[src/rtl/shared_reg_arbiter.sv]
// rtl/shared_reg_arbiter.sv - round-robin arbiter owning one shared W-bit register
// A granted requester writes once per cycle while it holds req and lock, up to MAX_HOLD writes.
module shared_reg_arbiter #(
  parameter int W        = 8,
  parameter int NREQ     = 4,
  parameter int MAX_HOLD = 4
) (
  input  logic              clk,
  input  logic              rst,
  input  logic [NREQ-1:0]   req,
  input  logic [NREQ-1:0]   lock,
  input  logic [NREQ*W-1:0] wdata,
  output logic [NREQ-1:0]   gnt,
  output logic [NREQ-1:0]   ack,
  output logic [W-1:0]      q,
  output logic              busy
);

  localparam int PW = (NREQ > 1) ? $clog2(NREQ) : 1;

  typedef enum logic {IDLE, OWNED} state_t;

  state_t          state, state_next;
  logic [PW-1:0]   ptr, ptr_next;
  logic [PW-1:0]   owner, owner_next;
  logic [3:0]      hold, hold_next;
  logic [3:0]      hold_inc;
  logic [W-1:0]    q_r, q_next;
  logic [NREQ-1:0] gnt_r, gnt_next;
  logic [NREQ-1:0] ack_r, ack_next;
  logic            busy_r, busy_next;
  logic            found;
  logic [PW-1:0]   winner;
  logic            commit;
  logic [W-1:0]    wd [NREQ];

  for (genvar i = 0; i < NREQ; i++) begin : g_unpack
    assign wd[i] = wdata[i*W +: W];
  end

  // Search upward from the slot after the last winner, wrapping once.
  always_comb begin
    int            idx;
    logic [PW-1:0] idx_v;
    found  = 1'b0;
    winner = ptr;
    idx    = 0;
    idx_v  = '0;
    for (int k = 1; k <= NREQ; k++) begin
      idx = int'(ptr) + k;
      if (idx >= NREQ) idx = idx - NREQ;
      idx_v = PW'(idx);
      if (!found && req[idx_v]) begin
        found  = 1'b1;
        winner = idx_v;
      end
    end
  end

  assign hold_inc = hold + 4'd1;
  assign commit   = (state == OWNED) && req[owner];

  always_ff @(posedge clk or negedge rst) begin
    if (!rst) begin
      state  <= IDLE;
      ptr    <= PW'(NREQ - 1);
      owner  <= '0;
      hold   <= '0;
      q_r    <= '0;
      gnt_r  <= '0;
      ack_r  <= '0;
      busy_r <= 1'b0;
    end else begin
      state  <= state_next;
      ptr    <= ptr_next;
      owner  <= owner_next;
      hold   <= hold_next;
      q_r    <= q_next;
      gnt_r  <= gnt_next;
      ack_r  <= ack_next;
      busy_r <= busy_next;
    end
  end

  always_comb begin
    state_next = state;
    ptr_next   = ptr;
    owner_next = owner;
    hold_next  = hold;
    case (state)
      IDLE: begin
        if (found) begin
          state_next = OWNED;
          ptr_next   = winner;
          owner_next = winner;
          hold_next  = '0;
        end
      end
      OWNED: begin
        if (req[owner]) begin
          hold_next = hold_inc;
          if (!(lock[owner] && (hold_inc < 4'(MAX_HOLD)))) state_next = IDLE;
        end else begin
          state_next = IDLE;
        end
      end
      default: state_next = IDLE;
    endcase
  end

  // Registered outputs are derived from the state being entered so they line up with it.
  always_comb begin
    gnt_next  = '0;
    ack_next  = '0;
    q_next    = q_r;
    busy_next = (state_next == OWNED);
    if (state_next == OWNED) gnt_next = NREQ'(1) << owner_next;
    if (commit) begin
      ack_next = NREQ'(1) << owner;
      q_next   = wd[owner];
    end
  end

  assign gnt  = gnt_r;
  assign ack  = ack_r;
  assign q    = q_r;
  assign busy = busy_r;

endmodule

[config.mk]
export PLATFORM = sky130hd
export DESIGN_NAME = shared_reg_arbiter
export DESIGN_NICKNAME = d
export VERILOG_FILES = /design/src/rtl/shared_reg_arbiter.sv
export SDC_FILE = /design/constraint.sdc
export NUM_CORES = 1
export LEC_CHECK = 0
export CAP_MARGIN = 20
export CORE_AREA = 2 2 67 81
export CTS_CLUSTER_DIAMETER = 80
export DETAILED_ROUTE_END_ITERATION = 12
export DIE_AREA = 0 0 69 83
export PLACE_DENSITY_LB_ADDON = 0.08
export SYNTH_ARGS = -nofsm -noshare
export SYNTH_HDL_FRONTEND = slang
export SYNTH_SLANG_ARGS = --single-unit
[constraint.sdc]
create_clock -name clk -period 1.92 [get_ports clk]
set_input_delay 0.192 -clock clk [delete_from_list [all_inputs] [get_ports clk]]
set_output_delay 0.192 -clock clk [all_outputs]
set_load 0.01 [all_outputs]
After elaboration in Yosys (flattened, before gate mapping)
Index checks and enable logic that the tools add are counted.
- bits of input ports: 42
- output and inout bits: 17
- bits in registers: 25
- word-level logic and storage cells: 81
- eq/ne operators: 2
- reductions and logical operators: 10
- mux-type cells: 38
- shift operators: 2
- add/subtract/negate cells: 9
- bitwise logic cells: 2
- magnitude comparators: 11
- operator list (cell ; number):
    2-bit two-way mux ; 10
    8-bit binary-select mux with 2-bit select ; 1
    4-bit two-way mux ; 4
    8-bit two-way mux ; 2
    2-bit by 3-bit < comparator with 1-bit output, second input constant ; 5
    1-bit two-way mux ; 13
    1-bit binary-select mux with 2-bit select ; 6
    3-bit greater-or-equal comparator, second input constant ; 4
    4-bit one-hot mux with 2 select lines ; 1
    1-bit by 2-bit << shifter with 4-bit output, first input constant ; 2
    2-bit by 1-bit subtractor with 2-bit output, second input constant ; 4
    2-bit by 2-bit adder with 3-bit output, second input constant ; 2
    1-bit logical AND ; 5
    2-bit by 3-bit adder with 4-bit output, second input constant ; 1
    4-bit by 1-bit adder with 4-bit output, second input constant ; 1
    4-bit by 3-bit greater-or-equal comparator with 1-bit output, second input constant ; 1
    4-bit by 3-bit < comparator with 1-bit output, second input constant ; 1
    2-bit AND reduction ; 2
    2-bit by 1-bit adder with 3-bit output, second input constant ; 1
    1-bit zero test ; 3
    2-bit NOT with 3-bit output ; 1
    2-bit by 1-bit inequality test with 1-bit output, second input constant ; 1
    2-bit inequality test, second input constant ; 1
    1-bit one-hot mux with 2 select lines ; 1
    1-bit NOT ; 1

Depth between registers and ports, before layout
- depth after elaboration: 19
- mapped depth: 6
- mapped depth without buffers: 5

Worst setup path after synthesis
Ideal clock, no wire load.
- path kind: flip-flop to flip-flop
- from: register owner[0]
- to: register q_r[0] (netlist: q[0])
- path buffers: 2
- cell stages (with the launch flop): 6
- data arrival time: 1.408 ns
- path slack: 0.387 ns
- cells stage by stage: dfrtp_1 -> buf_6 -> mux2i_2 -> o22ai_4 -> buf_8 -> mux2_4
- word-level cells in the longest chain between the ends: 4
- elaborated cells on any way between the ends: 7
- ends and longest elaborated chain (element ; RTL line ; text):
    from (decl) ; 25 ; logic [PW-1:0] owner, owner_next;
    from (signal assigned) ; 76 ; owner <= owner_next;
    2-bit NOT with 3-bit output (not written as such) ; 120 ; q_next = wd[owner];
    8-bit binary-select mux with 2-bit select ; 120 ;
    8-bit two-way mux (not written as such) (2 in series) ; 120 ;
    to (signal assigned) ; 78 ; q_r <= q_next;
    to (decl) ; 28 ; logic [W-1:0] q_r, q_next;
Parallel ways exist; a longest one is shown, timed or not. The select of a mux whose other input is x is not followed.
A chain may end at the register's enable or synchronous reset.

Worst setup path in the final report
- from: register owner[0]
- to: register gnt_r[3] (netlist: gnt[3])
- word-level cells in the longest chain between the ends: 7
- elaborated cells on any way between the ends: 12
- ends and longest elaborated chain (element ; RTL line ; text):
    1-bit binary-select mux with 2-bit select ; 102 ; if (!(lock[owner] && (hold_inc < 4'(MAX_HOLD)))) state_next = IDLE;
    1-bit two-way mux (not written as such) ; 102 ;
    1-bit logical AND ; 102 ;
    1-bit two-way mux ; 102 ;
    1-bit two-way mux ; 100 ; if (req[owner]) begin
    1-bit one-hot mux with 2 select lines ; 90 ; case (state)
    4-bit two-way mux * ; 117 ; if (state_next == OWNED) gnt_next = NREQ'(1) << owner_next;
    via gnt_next[3] ; 29 ; logic [NREQ-1:0] gnt_r, gnt_next;
    to (signal assigned) ; 79 ; gnt_r <= gnt_next;
    to (decl) ; 29 ;
Mark *: on every way through the listed nets, which the timed path passes. The rest lies on a longest branch. The select of a mux whose other input is x is not followed.

==> results.md <==
* Final setup viols at 0
* Crit path DAT at around 1.9 ns
* Hold Vio Cnt, Final at 0
* Layout cells sized above 1 at 25.6%
* Area of the multi-input gates at about 760 µm²
* CTS root buf: clkbuf_8
* Power, Total at ~3 mW
* Routed vias at approximately 1100
* Final-report max-slew violation count at 0
* Max-cap violations at 0
* Seq pwr share at approximately 30%
* Chip Height at 83 µm
* Number of global-route vias before repair at 1158
* Die ar. at between 5000 and 6000 µm²
* Mapped Avg Cell Area at roughly 14 µm²
* Max Fclk at about 0.56 GHz
* Initial antenna violation count at 0
* Starting Density at roughly 30%
* P_sw at approximately 1.1 mW
* # rows at 28
* Startpoint types: flop
* I/O pin total at 59
* Final wirelength at between 3000 and 4000 µm
* Final Core Density at between 40 and 50%
* Cts hold-fix bufs at 0
* CP Data Required Time at a little over 2 ns
* Cells after synthesis at 100
* DR pass1 iterations at 4
* Global-route wire length before repair at 5990 µm
* Async S/R FF share, synth at 100%
* Comb pwr share at between 50% and 60%
* Lkg Pwr at approximately 0.88 nW
* # resized after CTS at 0
* Maximum VDD drop at roughly 790 µV
* Post-synthesis instance area at roughly 1400 µm²
* Post-CTS setup buffer count at 0
* DR vias/cell at between 4 and 5
* Register Area at ~630 µm²
* Post-Syn Nets at between 100 and 150
* Core ar. at 4900 µm²
* CTS max path bufs at 2
* DRT iter0 DRCs at 28
* Setup TNS at 0 ns
* TritonCTS clock tree: yes
* WL/cell at roughly 16 µm
* Power Dens Cells at between 1000 and 1500 nW/µm²
* Latest clock arrival within the worst-skew pair at about 0.26 ns
* Most common cell after layout, fill and taps aside: clkdlybuf4s50_1
* Ant diodes at 0
* Period utilization at between 90 and 100%
* Nets at 208
* FILL cells at around 450
* Switching share of power at a little over a third
* Synthesis Warnings at 0
* #FFs+latches synth at 25
* Yosys cell types at 41
* HP Class: input port to asynchronous set/reset pin
* Seq/Total Area, Yosys at a little over two fifths
* RSZ-0062 raised after global routing: no
* Global placement routability congestion at between 0.8 and 0.9
* Commonest register cell after synthesis: dfrtp_1
* GR Overflow Total at 0
* Cell Int Power at ~2.0 mW
* Total GRT Usage at between 10% and 20%
* Clock Pin Slew Worst Setup and Hold Paths at approximately 0.09 ns
* Port bufs at 58
* Minimum clock period at ~1.8 ns
* Clk sinks at 25
* Clock Skew at between 0.002 and 0.0025 ns
* H-tree depth at 1
* Synthesis-to-layout area growth at 50.7%
* Largest net degree at the start of global routing at 26
* CP Capture Type: flop
* Status: finished clean
* CP max FO at 13
* Cells after DPL at between 200 and 250
* Post-route DRC at 0
* Post-DP HPWL at 2720 µm
* Num CTS Buffers at 3
* Post-synth EDFFs at 0
* Worst Max-Slew Pin Slew at a little under 0.5 ns
* Routed Antenna Nets at 0
* CP Class: flop to flop
* Clk network pwr share at between 10% and 20%
* Die W at approximately 70 µm
* Most frequent cells in the layout: 58 x clkdlybuf4s50_1, 23 x dfrtp_1, 6 x mux4_2, 6 x mux2_4
* Slew headroom at slightly below 70%
* Non-Filler Instances at approximately 220
-- critical path, cell delays in order (launching register included) --
cell,delay [ns]
dfrtp_1,0.52
buf_12,0.20
mux4_2,0.54
a31oi_4,0.31
nor3b_2,0.08
-- kinds of logic (layout without fill, tap and decap cells) --
logic type	after synthesis	in the layout	share of synthesized area (%)
DFF	25	25	43.5
and+or+nand+nor	29	29	12.9
AOI/OAI and AO/OA	14	14	9.54
adders and majority gates	1	1	0.867
muxes	23	23	29.1
xor gates and xnor gates	1	1	0.607
buffers and inverters	7	71	3.47
-- final cells by class --
cell class	count	area share (%)
Tap cell	60	3.45
Multi-Input combinational cell	68	35.2
Clock buffer	4	2.07
Inverter	3	0.518
Timing Repair Buffer	64	29.9
Sequential cell	25	28.9
-- per-stage QoR --
| step | setup WS (ns) | area [µm²] | hold WS, ns |
|---|---|---|---|
| global placement | 0.140 | 2130 | 0.493 |
| CTS | 0.117 | 2170 | 0.304 |
| floorplan | 0.387 | 1440 | -0.104 |
| finish | 0.147 | 2170 | 0.287 |
| global route | 0.0573 | 2170 | 0.317 |
| detailed placement | 0.0875 | 2130 | 0.496 |
-- power by group through the flow --
stage	clock network (mW)	registers, mW	logic [mW]
floorplan	0	0.954	1.14
global placement	0	0.930	1.81
detailed placement	0	0.935	1.84
CTS	0.331	0.925	1.85
global route	0.356	0.954	1.95
finish	0.315	0.923	1.81
-- flip-flops by register name (all words and copies together) (netlist names) --
register / flops
q: 8
ack: 4
gnt: 4
hold: 4
owner: 2
ptr: 2
busy: 1
-- final timing paths --
check	from	end	slack, ns	depth (start not counted)
worst min-delay path	rst	q[4]	0.29	2
worst min register to register	q[5]	q[5]	0.52	1
max in group asynchronous	rst	ptr[0]	1.32	2
worst max-delay path	owner[0]	gnt[3]	0.15	4
min in group clk	q[5]	q[5]	0.52	1
worst max register to register	owner[0]	gnt[3]	0.15	4
-- Yosys cell counts, drive strengths merged (2+ instances only) --
cell type | number | area (µm²)
a21o | 2 | 15.0
a21oi | 2 | 13.8
buf | 4 | 38.8
dfrtp | 23 | 576
dfstp | 2 | 52.6
inv | 3 | 11.3
mux2 | 11 | 146
mux2i | 3 | 58.8
mux4 | 9 | 214
nand2 | 5 | 18.8
nand2b | 4 | 25.0
nor2 | 5 | 18.8
nor3 | 5 | 35.0
nor3b | 4 | 40.0
o21ai | 2 | 10.0
-- metal layers --
metal  track usage (%)  vias up  part of all wire (%)
met5                 0        -                     0
met4              4.28        0                  0.58
met3              3.03        2                   6.6
met2              22.4       44                    50
met1              16.0      529                    43
li1                  -      506                     -
(Power assumes the default switching activity.)
